===== config.mk =====
export PLATFORM = sky130hd
export DESIGN_NAME = evp_fsm_3
export DESIGN_NICKNAME = d
export VERILOG_FILES = /design/src/rtl/evp_fsm_3.sv
export SDC_FILE = /design/constraint.sdc
export NUM_CORES = 1
export LEC_CHECK = 0
export BUFFER_PORTS_ARGS = -buffer_cell sky130_fd_sc_hd__buf_2
export CAP_MARGIN = 10
export CORE_MARGIN = 2
export CORE_UTILIZATION = 35
export DETAILED_ROUTE_END_ITERATION = 10
export PLACE_DENSITY = 0.62
export SYNTH_ARGS = -nofsm -noshare
export SYNTH_HDL_FRONTEND = slang
export SYNTH_SLANG_ARGS = --single-unit

===== constraint.sdc =====
create_clock -name clk -period 6.19 [get_ports clk]
set_clock_uncertainty 0.05 [all_clocks]
set_input_delay 0.3095 -clock clk [delete_from_list [all_inputs] [get_ports clk]]
set_output_delay 0.3095 -clock clk [all_outputs]
set_load 0.02 [all_outputs]

===== src/rtl/evp_fsm_3.sv =====
`timescale 1ns/1ps
// Polynomial evaluation sequencer: reads the degree of a coefficient vector, then walks
// its coefficients highest degree first and accumulates with Horner's rule. It ends by
// writing a result/status pair to the result and status FIFOs.
module evp_fsm_3 #(
  parameter int unsigned word_size = 16,
  parameter int unsigned n_size    = 8,
  parameter int unsigned max_deg   = 10
) (
  input  logic                           clk,
  input  logic                           rst,
  input  logic                           start_evp,
  input  logic [$clog2(n_size)-1:0]      A,
  input  logic [word_size-1:0]           x,
  input  logic [4:0]                     N_in,
  input  logic [word_size-1:0]           c_in,
  output logic                           en_rd_N,
  output logic [$clog2(n_size)-1:0]      rd_addr_N,
  output logic                           en_rd_S,
  output logic [$clog2(n_size)-1:0]      rd_addr_S_vec,
  output logic [$clog2(max_deg+1)-1:0]   rd_addr_S_coef,
  output logic [31:0]                    result,
  output logic [31:0]                    status,
  output logic                           fifo_wr_en_r,
  output logic                           fifo_wr_en_s,
  output logic                           done_evp
);

  localparam int unsigned AddrW = $clog2(n_size);
  localparam int unsigned CoefW = $clog2(max_deg + 1);
  localparam logic [4:0]  MaxDeg = 5'(max_deg);

  typedef enum logic [2:0] {
    StIdle,
    StRdN,
    StWaitN,
    StRdCoef,
    StMac,
    StOutput,
    StError,
    StEnd
  } state_e;

  state_e               state_q;
  logic [AddrW-1:0]     a_q;
  logic [word_size-1:0] x_q;
  logic [4:0]           k_q;
  logic [31:0]          acc_q;
  logic [31:0]          mac_val;

  // One Horner step; the product is truncated to 32 bits so overflow simply wraps.
  assign mac_val = acc_q * 32'(x_q) + 32'(c_in);

  // Sequencer state, operand latches, accumulator and the result/status registers.
  // result/status are loaded on entry to OUTPUT/ERROR so they are valid alongside the strobes.
  always_ff @(posedge clk or negedge rst) begin
    if (!rst) begin
      state_q <= StIdle;
      a_q     <= '0;
      x_q     <= '0;
      k_q     <= '0;
      acc_q   <= '0;
      result  <= '0;
      status  <= 32'hFFFF_FFFF;
    end else begin
      unique case (state_q)
        StIdle: begin
          if (start_evp) begin
            a_q     <= A;
            x_q     <= x;
            state_q <= StRdN;
          end
        end
        StRdN: state_q <= StWaitN;
        StWaitN: begin
          k_q <= N_in;
          if (N_in > MaxDeg) begin
            result  <= '0;
            status  <= 32'd1;
            state_q <= StError;
          end else begin
            acc_q   <= '0;
            state_q <= StRdCoef;
          end
        end
        StRdCoef: state_q <= StMac;
        StMac: begin
          acc_q <= mac_val;
          if (k_q == 5'd0) begin
            result  <= mac_val;
            status  <= 32'd0;
            state_q <= StOutput;
          end else begin
            k_q     <= k_q - 5'd1;
            state_q <= StRdCoef;
          end
        end
        StOutput: state_q <= StEnd;
        StError:  state_q <= StEnd;
        StEnd:    state_q <= StIdle;
        default:  state_q <= StIdle;
      endcase
    end
  end

  // Enables, strobes and done are pure decodes of the state register.
  always_comb begin
    en_rd_N      = 1'b0;
    en_rd_S      = 1'b0;
    fifo_wr_en_r = 1'b0;
    fifo_wr_en_s = 1'b0;
    done_evp     = 1'b0;
    unique case (state_q)
      StRdN:    en_rd_N = 1'b1;
      StRdCoef: en_rd_S = 1'b1;
      StOutput: begin
        fifo_wr_en_r = 1'b1;
        fifo_wr_en_s = 1'b1;
      end
      StError:  fifo_wr_en_s = 1'b1;
      StEnd:    done_evp = 1'b1;
      default:  ;
    endcase
  end

  // Addresses track the latched operands; both are zero out of reset.
  always_comb begin
    rd_addr_N      = a_q;
    rd_addr_S_vec  = a_q;
    rd_addr_S_coef = k_q[CoefW-1:0];
  end

endmodule

==> impl_results.md <==
* Max Cap Viol at 0
* WHS Path Cells at 2
* Final GP Congestion at 0.917
* Yosys cell types at 56
* Initial core utilization at 0.352
* Placed wire-length estimate at 36.6 mm
* Die ar. at 48300 um2
* Vias in the first global route at 13642
* CTS buffer count at 9
* Clock-pin slew on the worst setup and hold paths at 0.07 ns
* CTS H-tree lvls at 3
* Via Count at 12377
* Avg WL per Cell at 17.6 um
* CP Launch Point: x_q[10]
* Critical Path Start Type: flop
* Chip Height at 220 um
* Clk buf depth at 2
* DR vias/cell at 4.81
* Area share of the largest cell type after synthesis at 0.392
* Clock Sinks at 93
* Worst Max-Slew Pin Slew at 1.09 ns
* Clock latency on the worst-skew pair at 0.35 ns
* Multi-input gate area at 12000 um2
* Critical path endpoint category: flop
* Fill cells at 4565
* IO Count at 122
* Mapped Nets at 2264
* Worst Path Required at 6.38 ns
* Core area at 46300 um2
* Synth area leaders: fa_1 39%, dfrtp_1 14%, inv_1 10%, nand2_1 7.1%, ha_1 6.4%
* Reg-to-reg slack, setup at 0.04 ns
* Worst r2r src: x_q[10]
* Maximum net fanout on the critical path at 4
* Mapped cell area at 16300 um2
* Largest net degree at the start of global routing at 63
* Final setup fails at 0
* Main synth FF type: dfrtp_1
* Slew headroom at 0.273
* CP Cell Sequence: clkbuf_16, and2_4, fa_1, inv_2, fa_1, inv_2, fa_1, fa_2, fa_1, inv_2, fa_2, inv_2, ha_4, a21oi_4, nand2_1, a211o_1, a21oi_2, nand4b_1, a41oi_4, o21bai_2, xor2_1, a22o_1
* Commonest cells in the netlist: 442 x inv_1, 319 x fa_1, 310 x nand2_1, 159 x and2_1, 91 x dfrtp_1
* Setup TNS at 0 ns
* YS warnings at 0
* Die Width at 220 um
* Period Utilization, post-route at 0.993
* Post-route ant nets at 0
* Slew Viols, Final at 0
* Drt drc at 0
* Sequential share of the synthesized area at 0.143
* First-pass GRT wire length at 72.5 mm
* Final Hold Fails at 0
* Worst path slowest cell: fa_2
* Cell taking the most area after synthesis: fa_1
* Proportion of layout cells with a drive suffix above 1 at 0.190
* # rows at 79
* Worst Path Arrival at 6.34 ns
* RSZ-0062 raised after global routing: yes
* Drt first pass iters at 5
* Clock Root Buffer: clkbuf_16
* Post-synth EDFFs at 0
* Layout Nets at 2406
* Yosys reg bits at 93
* Worst min path class: input port to flop
* Average size of a mapped cell at 8.96 um2
* Max Fclk at 163 MHz
* Initial antenna violation count at 0
* Worst R2R Path Depth at 22
* Gr usage total at 0.193
* Worst setup path class: flop to flop
* Count leader, synth: inv_1
* Reg area at 2360 um2
* Area grow syn2layout at 15.6%
* IO Port Bufs at 121
* CTS tree: done
* Max stage delay on crit path at 0.56 ns
* GRT overflow at 0
* Post-layout min period at 6.15 ns
* DR iter-0 viols at 629
* WL final at 45.2 mm
* Hold Crit Start: A[1]
* Gate Count Post-Synth at 1818
* Post-synth ARST share at 1.00
* Outcome: finished, final reports clean
[per-stage QoR]
stage,setup WS [ns],instance area [um2],instances,util,hold WS [ns]
6_report,0.0423,18800,2573,0.407,0.139
2_1_floorplan,0.179,16300,1818,-,-0.0361
3_3_place_gp,0.0211,18000,2534,0.389,0.231
5_1_grt,-0.113,18800,2572,0.407,0.131
4_1_cts,0.000141,18300,2551,0.396,0.127
3_5_place_dp,-0.0651,18000,2534,0.389,0.234
[logic make-up (layout without fill, tap and decap cells)]
group,after synthesis,after routing,share of synthesized area
AOI/OAI and AO/OA,147,147,0.0646
and+or+nand+nor,539,539,0.154
muxes,24,24,0.0164
adders and majority gates,403,403,0.456
xor gates and xnor gates,52,52,0.0279
other,0,1,0
buffers and inverters,560,707,0.138
DFF,93,93,0.143
[layer usage]
metal,wire (um),vias to the layer above,GRT usage,part of all wire
met3,2230,87,0.0254,0.049
met4,1450,0,0.0640,0.032
met5,0,-,0,0
met2,22800,326,0.337,0.51
met1,18600,6400,0.247,0.41
li1,-,5564,-,-
[repair_timing]
action                                  4_1_cts  5_1_grt
endpoints found under the hold margin        29        0
gates cloned                                  0        2
hold buffers                                  1        0
gates resized for setup                       8       78
pin swaps                                     2       44
buffers inserted                              0       19
endpoints found under the setup margin       17       30
[state kept, by name, indices dropped and copies added, names as in the netlist]
name and cells:
acc_q 32, k_q 5, rd_addr_N 3, result 32, state_q 3, status 2
x_q 16
[cells in the final DEF (no fill, tap or decap), types with 24 or more instances in the layout]
cell,Yosys,layout
and2_1,159,157
buf_2,7,120
buf_4,37,103
dfrtp_1,91,67
dfrtp_2,0,24
fa_1,319,312
ha_1,84,78
inv_1,442,435
nand2_1,310,309
nor2_1,36,33
o21ai_0,30,30
xnor2_1,32,31
[worst paths after layout]
path | end
hold reg to reg | result[8]
min in group asynchronous | state_q[0]
hold / removal | rd_addr_N[1]
setup reg to reg | result[28]
setup / recovery | result[28]
max in group asynchronous | x_q[3]
[area by class of cell]
type                    count  share of cell area
inverters                 443              0.0883
clock buffers              10              0.0122
repair buffers            248              0.0952
multi-input cells        1165               0.635
flip-flops and latches     93               0.125
diodes                      1            0.000133
well taps                 607              0.0403
clock inverters             6             0.00372
[critical path, delay by kind of cell (launching register included)]
family	cells	cell delay, ns
and+or+nand+nor	3	0.43
xor gates and xnor gates	1	0.16
AOI/OAI and AO/OA	6	1.30
buffers and inverters	5	0.36
DFF	1	0.48
adders and majority gates	7	3.24
Power is not shown: default switching activity piles up to over one toggle a cycle in this logic, so the estimate is an artifact.
